File: src/rtl/vga_console_feeder.sv
// -----------------------------------------------------------------------------
// vga_console_feeder
//
// AHB-Lite slave that buffers characters from the CPU and delivers them to the
// VGA text console as one-cycle font_we/font_data strobes.
//
// Delivery is held off in three situations:
//   - for INIT_HOLD cycles after reset, while the console clears video RAM;
//   - while the console reports a scroll in progress;
//   - for one cycle after every strobe, because a strobe can trigger a scroll.
//
// A FIFO of 2^FIFO_AW characters absorbs these stalls. A DATA write into a
// full FIFO is held with wait states until a slot frees up.
//
// Ports
//   clk, resetn              clock and asynchronous active-low reset
//   hsel, haddr, htrans,
//   hwrite, hsize, hready,
//   hwdata                   AHB-Lite slave inputs (only haddr[3:2] decoded)
//   hreadyout, hrdata, hresp AHB-Lite slave outputs (hresp always OKAY)
//   scroll                   console scroll-busy flag
//   font_we, font_data       character strobe and character to the console
//
// Register map (haddr[3:2])
//   0 DATA    write pushes hwdata[7:0]; reads 0
//   1 STATUS  bit0 full, bit1 empty, bit2 scroll, bit3 init_busy,
//             bits[15:8] fill level
//   2 CTRL    write with hwdata[0]=1 flushes the FIFO; reads 0
//   3         reserved
// -----------------------------------------------------------------------------
module vga_console_feeder #(
    parameter int FIFO_AW   = 4,
    parameter int INIT_HOLD = 4096
) (
    input  logic        clk,
    input  logic        resetn,
    input  logic        hsel,
    input  logic [11:0] haddr,
    input  logic [1:0]  htrans,
    input  logic        hwrite,
    input  logic [2:0]  hsize,
    input  logic        hready,
    input  logic [31:0] hwdata,
    output logic        hreadyout,
    output logic [31:0] hrdata,
    output logic        hresp,
    input  logic        scroll,
    output logic        font_we,
    output logic [7:0]  font_data
);

    localparam int DEPTH  = 1 << FIFO_AW;
    localparam int HOLD_W = (INIT_HOLD > 1) ? $clog2(INIT_HOLD) : 1;
    localparam logic [HOLD_W-1:0]  HOLD_LAST = HOLD_W'((INIT_HOLD > 0) ? INIT_HOLD - 1 : 0);
    localparam logic [HOLD_W-1:0]  HOLD_ONE  = HOLD_W'(1);
    localparam logic [FIFO_AW:0]   PTR_ONE   = (FIFO_AW + 1)'(1);
    localparam logic [FIFO_AW:0]   DEPTH_P   = (FIFO_AW + 1)'(DEPTH);

    typedef enum logic [1:0] {
        ST_INIT = 2'd0,
        ST_IDLE = 2'd1,
        ST_GAP  = 2'd2
    } state_t;

    state_t              state_q, state_d;
    logic [HOLD_W-1:0]   hold_cnt_q, hold_cnt_d;
    logic [FIFO_AW:0]    wr_ptr_q, wr_ptr_d;
    logic [FIFO_AW:0]    rd_ptr_q, rd_ptr_d;
    logic                dp_valid_q, dp_valid_d;
    logic                dp_write_q, dp_write_d;
    logic [1:0]          dp_addr_q, dp_addr_d;
    logic                font_we_q, font_we_d;
    logic [7:0]          font_data_q, font_data_d;
    logic [7:0]          mem_q [DEPTH];

    logic [FIFO_AW:0]    level;
    logic                full;
    logic                empty;
    logic                init_busy;
    logic                dp_data_wr;
    logic                push;
    logic                pop;
    logic                flush;
    logic [31:0]         status;

    // Bus inputs that carry no meaning for this slave.
    logic unused_ok;
    assign unused_ok = &{1'b0, hsize, haddr[11:4], haddr[1:0], htrans[0], hwdata[31:8]};

    // ---------------------------------------------------------------- FIFO flags
    assign level     = wr_ptr_q - rd_ptr_q;
    assign full      = (level == DEPTH_P);
    assign empty     = (level == '0);
    assign init_busy = (state_q == ST_INIT);

    // ---------------------------------------------------------------- data phase
    assign dp_data_wr = dp_valid_q & dp_write_q & (dp_addr_q == 2'd0);
    // A DATA write into a full FIFO is the only transfer that waits. Because this
    // is combinational on the level, it rises in the cycle after a freeing pop.
    assign hreadyout  = ~(dp_data_wr & full);
    assign push       = dp_data_wr & ~full;
    assign flush      = dp_valid_q & dp_write_q & (dp_addr_q == 2'd2) & hwdata[0];
    assign hresp      = 1'b0;

    assign status = {16'h0000, 8'(level), 4'h0, init_busy, scroll, empty, full};
    assign hrdata = (dp_valid_q & ~dp_write_q & (dp_addr_q == 2'd1)) ? status : 32'h0;

    always_comb begin
        dp_valid_d = dp_valid_q;
        dp_write_d = dp_write_q;
        dp_addr_d  = dp_addr_q;
        // A new address phase is accepted only when the previous transfer ends;
        // during our own wait states the stalled write stays in the data phase.
        if (hready) begin
            dp_valid_d = hsel & htrans[1];
            dp_write_d = hwrite;
            dp_addr_d  = haddr[3:2];
        end
    end

    // ---------------------------------------------------------------- delivery FSM
    always_comb begin
        state_d     = state_q;
        hold_cnt_d  = hold_cnt_q;
        pop         = 1'b0;
        font_we_d   = 1'b0;
        font_data_d = font_data_q;
        case (state_q)
            ST_INIT: begin
                if (hold_cnt_q == HOLD_LAST) begin
                    state_d = ST_IDLE;
                end else begin
                    hold_cnt_d = hold_cnt_q + HOLD_ONE;
                end
            end
            ST_IDLE: begin
                // A flush in the same cycle cancels the pop and its strobe.
                if (!empty && !scroll && !flush) begin
                    pop         = 1'b1;
                    font_we_d   = 1'b1;
                    font_data_d = mem_q[rd_ptr_q[FIFO_AW-1:0]];
                    state_d     = ST_GAP;
                end
            end
            ST_GAP: begin
                // The console raises scroll one cycle after the strobe that
                // triggers it, so IDLE must see scroll again before popping.
                state_d = ST_IDLE;
            end
            default: state_d = ST_INIT;
        endcase
    end

    // ---------------------------------------------------------------- pointers
    always_comb begin
        wr_ptr_d = wr_ptr_q;
        rd_ptr_d = rd_ptr_q;
        if (flush) begin
            wr_ptr_d = '0;
            rd_ptr_d = '0;
        end else begin
            if (push) wr_ptr_d = wr_ptr_q + PTR_ONE;
            if (pop)  rd_ptr_d = rd_ptr_q + PTR_ONE;
        end
    end

    // ---------------------------------------------------------------- registers
    always_ff @(posedge clk or negedge resetn) begin
        if (!resetn) begin
            state_q     <= ST_INIT;
            hold_cnt_q  <= '0;
            wr_ptr_q    <= '0;
            rd_ptr_q    <= '0;
            dp_valid_q  <= 1'b0;
            dp_write_q  <= 1'b0;
            dp_addr_q   <= 2'd0;
            font_we_q   <= 1'b0;
            font_data_q <= 8'h00;
        end else begin
            state_q     <= state_d;
            hold_cnt_q  <= hold_cnt_d;
            wr_ptr_q    <= wr_ptr_d;
            rd_ptr_q    <= rd_ptr_d;
            dp_valid_q  <= dp_valid_d;
            dp_write_q  <= dp_write_d;
            dp_addr_q   <= dp_addr_d;
            font_we_q   <= font_we_d;
            font_data_q <= font_data_d;
        end
    end

    // Character storage has no reset; the pointers define what is valid.
    always_ff @(posedge clk) begin
        if (push) begin
            mem_q[wr_ptr_q[FIFO_AW-1:0]] <= hwdata[7:0];
        end
    end

    assign font_we   = font_we_q;
    assign font_data = font_data_q;

endmodule

File: config.mk
export PLATFORM = sky130hd
export DESIGN_NAME = vga_console_feeder
export DESIGN_NICKNAME = d
export VERILOG_FILES = /design/src/rtl/vga_console_feeder.sv
export SDC_FILE = /design/constraint.sdc
export NUM_CORES = 1
export LEC_CHECK = 0
export CORE_ASPECT_RATIO = 1.25
export CORE_MARGIN = 5
export CORE_UTILIZATION = 35
export DETAILED_ROUTE_END_ITERATION = 10
export GPL_ROUTABILITY_DRIVEN = 0
export PLACE_DENSITY = 0.67
export SYNTH_ARGS = -nofsm -noshare
export SYNTH_HDL_FRONTEND = slang
export SYNTH_SLANG_ARGS = --single-unit
File: constraint.sdc
create_clock -name clk -period 3.7 [get_ports clk]
set_clock_uncertainty 0.05 [all_clocks]
set_input_delay 1.11 -clock clk [delete_from_list [all_inputs] [get_ports clk]]
set_output_delay 1.11 -clock clk [all_outputs]
set_load 0.02 [all_outputs]
==> run summary <==
Status: finished clean
Synthesized cell area: 0.00709 sq mm
Share of layout cells above drive strength 1: 22.7%
Port Buf Inserts: 35
H-tree depth: 4
Post-route insts no fill: 760
EDFF count, synth: 128
CTS clk-pin slew, worst paths: 0.06 ns
Least-Margin Pin Slew: 0.904 ns
PwrDens: 733 mW/mm^2
Total design power: 0.00612 W
Period utilization: 96.5%
R2R depth: 9
TritonRoute pass-1 iters: 5
Initial Util: 35.4%
Vias in the first global route: 3844
Seq/Total Area, Yosys: 67.3%
WP data arrival: 2.41 ns
Avg Inst Size Synth: 16.8 sq um
Final core utilization: 41.7%
Final hold vios: 0
Largest net degree at the start of global routing: 38
Residual DRC: 0
Synth warnings: 0
Core region area: 0.0200 sq mm
Via count: 3674
CTS Buf Count: 17
Final Setup Violations: 0
Clk Latency, worst-skew pair: 0.42 ns
Max frequency: 0.280 GHz
Root Driver: clkbuf_16
Crit end category: output port
Initial antenna violation count: 0
Maximum VDD drop: 0.406 mV
Final setup margin: 0.130 ns
First-pass GRT wire length: 21600 um
Max incr delay on CP: 0.80 ns
Slew headroom: 39.7%
Final Critical Period: 3.57 ns
#FFs+latches synth: 165
WL per Instance: 18.3 um
Antenna diodes: 0
CP cell instances: or4b_2 -> nor3_1 -> clkdlybuf4s50_1
Setup CP Type: flop to output port
Total grt overflow: 0
Setup TNS: 0 ns
P&R area growth vs syn: 17.9%
CTS tree: yes
Die width: 137 um
Placed insts: 726
CTS Hold Bufs: 0
Slowest CP cell: or4b_2
Fillcell total: 1795
Crit-path max FO: 9
Total Wirelength: 13900 um
Antenna viol nets, final: 0
I/O pin cnt: 98
Post-Place Worst Slack: -0.00523 ns
Die Y: 169 um
Critical Path RT: 2.54 ns
Crit start category: flop
FP Rows: 58
Static leakage: 3.02 nW
Worst hold path type: flop to flop
Clock buffer depth: 2
Final Max Slew Viols: 0
Post-DP HPWL: 9020 um
Synth Instances: 422
Detailed Route Iter0 Violations: 237
Max Cap Viol: 0
Tot GR Track Use: 12.5%
Synth unique cells: 48
Main synth FF type: edfxtp_1
Post-synth ARST share: 22.4%
Clk sinks: 165
Hold Path Stages: 1
Die area: 0.0232 sq mm
Post-layout net count: 543
Via-to-Cell Ratio: 4.83
## per-stage QoR
stage / hold WS (ns) / cell area (sq um)
6_report: 0.425 / 8360
5_1_grt: 0.468 / 8360
4_1_cts: 0.432 / 8310
3_5_place_dp: 0.424 / 7710
3_3_place_gp: 0.401 / 7710
2_1_floorplan: 0.388 / 7170
## layer usage
layer,wire (um),GRT usage (%),vias to the layer above
met3,832,2.94,14
met4,154,3.86,0
met1,5740,15.7,1867
li1,-,-,1699
met5,0,0,-
met2,7160,21.3,94
## cell type report
class	count	area [sq um]	area share, %
Sequential cell	165	4770	57.1
Multi-Input combinational cell	236	2200	26.3
Clock buffer	22	454	5.43
Timing Repair Buffer	49	437	5.23
Tap cell	270	338	4.04
Clock inverter	10	131	1.57
Inverter	8	30.0	0.359
## state kept, by name, indices dropped and copies added (netlist names)
name	count
dp_write_q	1
dp_valid_q	1
hold_cnt_q	12
font_we	1
rd_ptr_q	5
state_q	2
mem_q	128
wr_ptr_q	5
font_data	8
dp_addr_q	2
## synth_stat cells, types with 2 or more instances
library cell / n / share of area (%)
edfxtp_1: 128 / 54
dfrtp_1: 37 / 13
mux4_2: 32 / 10
buf_4: 27 / 2.9
nor2_1: 25 / 1.3
and3_1: 18 / 1.6
nand2_1: 18 / 0.95
a22oi_1: 16 / 1.7
ha_1: 10 / 1.8
nand3_1: 10 / 0.71
xnor2_1: 9 / 1.1
inv_1: 8 / 0.42
mux2_4: 8 / 1.7
nor3_1: 7 / 0.49
xor2_1: 6 / 0.74
a21oi_1: 5 / 0.35
buf_2: 4 / 0.28
clkbuf_1: 4 / 0.21
mux2_2: 4 / 0.64
mux2i_1: 4 / 0.56
nand4_1: 4 / 0.35
o21ai_0: 4 / 0.28
and4_1: 3 / 0.37
a31oi_1: 2 / 0.18
nand2b_1: 2 / 0.18
nand3b_1: 2 / 0.21
nor2_2: 2 / 0.18
nor2b_1: 2 / 0.18
or3_1: 2 / 0.18
## path summary, 6_finish.rpt
path | start | slack, ns | to
worst min-delay path | hold_cnt_q[6] | 0.43 | hold_cnt_q[6]
max in group asynchronous | resetn | 2.20 | rd_ptr_q[0]
worst max register to register | wr_ptr_q[0] | 0.35 | mem_q[5][0]
min in group asynchronous | resetn | 0.78 | wr_ptr_q[3]
worst min register to register | hold_cnt_q[6] | 0.43 | hold_cnt_q[6]
worst max-delay path | dp_write_q | 0.13 | hrdata[3]
## power by group
part           switching, W  internal, W  leakage [nW]
combinational       0.00109     0.000986          1.12
sequential         0.000141      0.00216          1.61
clock              0.000668      0.00107         0.279
## cell usage in the layout (no fill, tap or decap), drive strengths merged, types with 12 or more instances in the layout
cell type	synthesis	final
conb	1	24
nand2	18	18
a22oi	16	16
and3	18	18
clkdlybuf4s50	0	30
mux4	32	32
buf	32	18
clkbuf	4	23
dfrtp	37	37
mux2	12	12
edfxtp	128	128
nor2	28	28
## worst max-delay path: cells and delay by family (launching register included)
family,cells,cell delay [ns]
AND/OR/NAND/NOR,2,0.97
flip-flops,1,0.38
buffers and inverters,1,0.64
## repair_timing
item                                    CTS  global route
buffers inserted                          0             2
endpoints found under the setup margin    4             5
pin swaps                                 1             5
resized for setup                        19            11
## logic make-up after synthesis
kind of cell               count (synthesis)  synth area share [%]
other                                      1                0.0529
muxes                                     48                  13.1
DFF                                      165                  67.3
adders and majority gates                 11                  2.05
xor gates and xnor gates                  17                  2.31
and+or+nand+nor                          102                  7.66
AOI/OAI and AO/OA                         34                  3.74
buffers and inverters                     44                  3.83
Note: power is estimated with default switching activity, not from simulation.
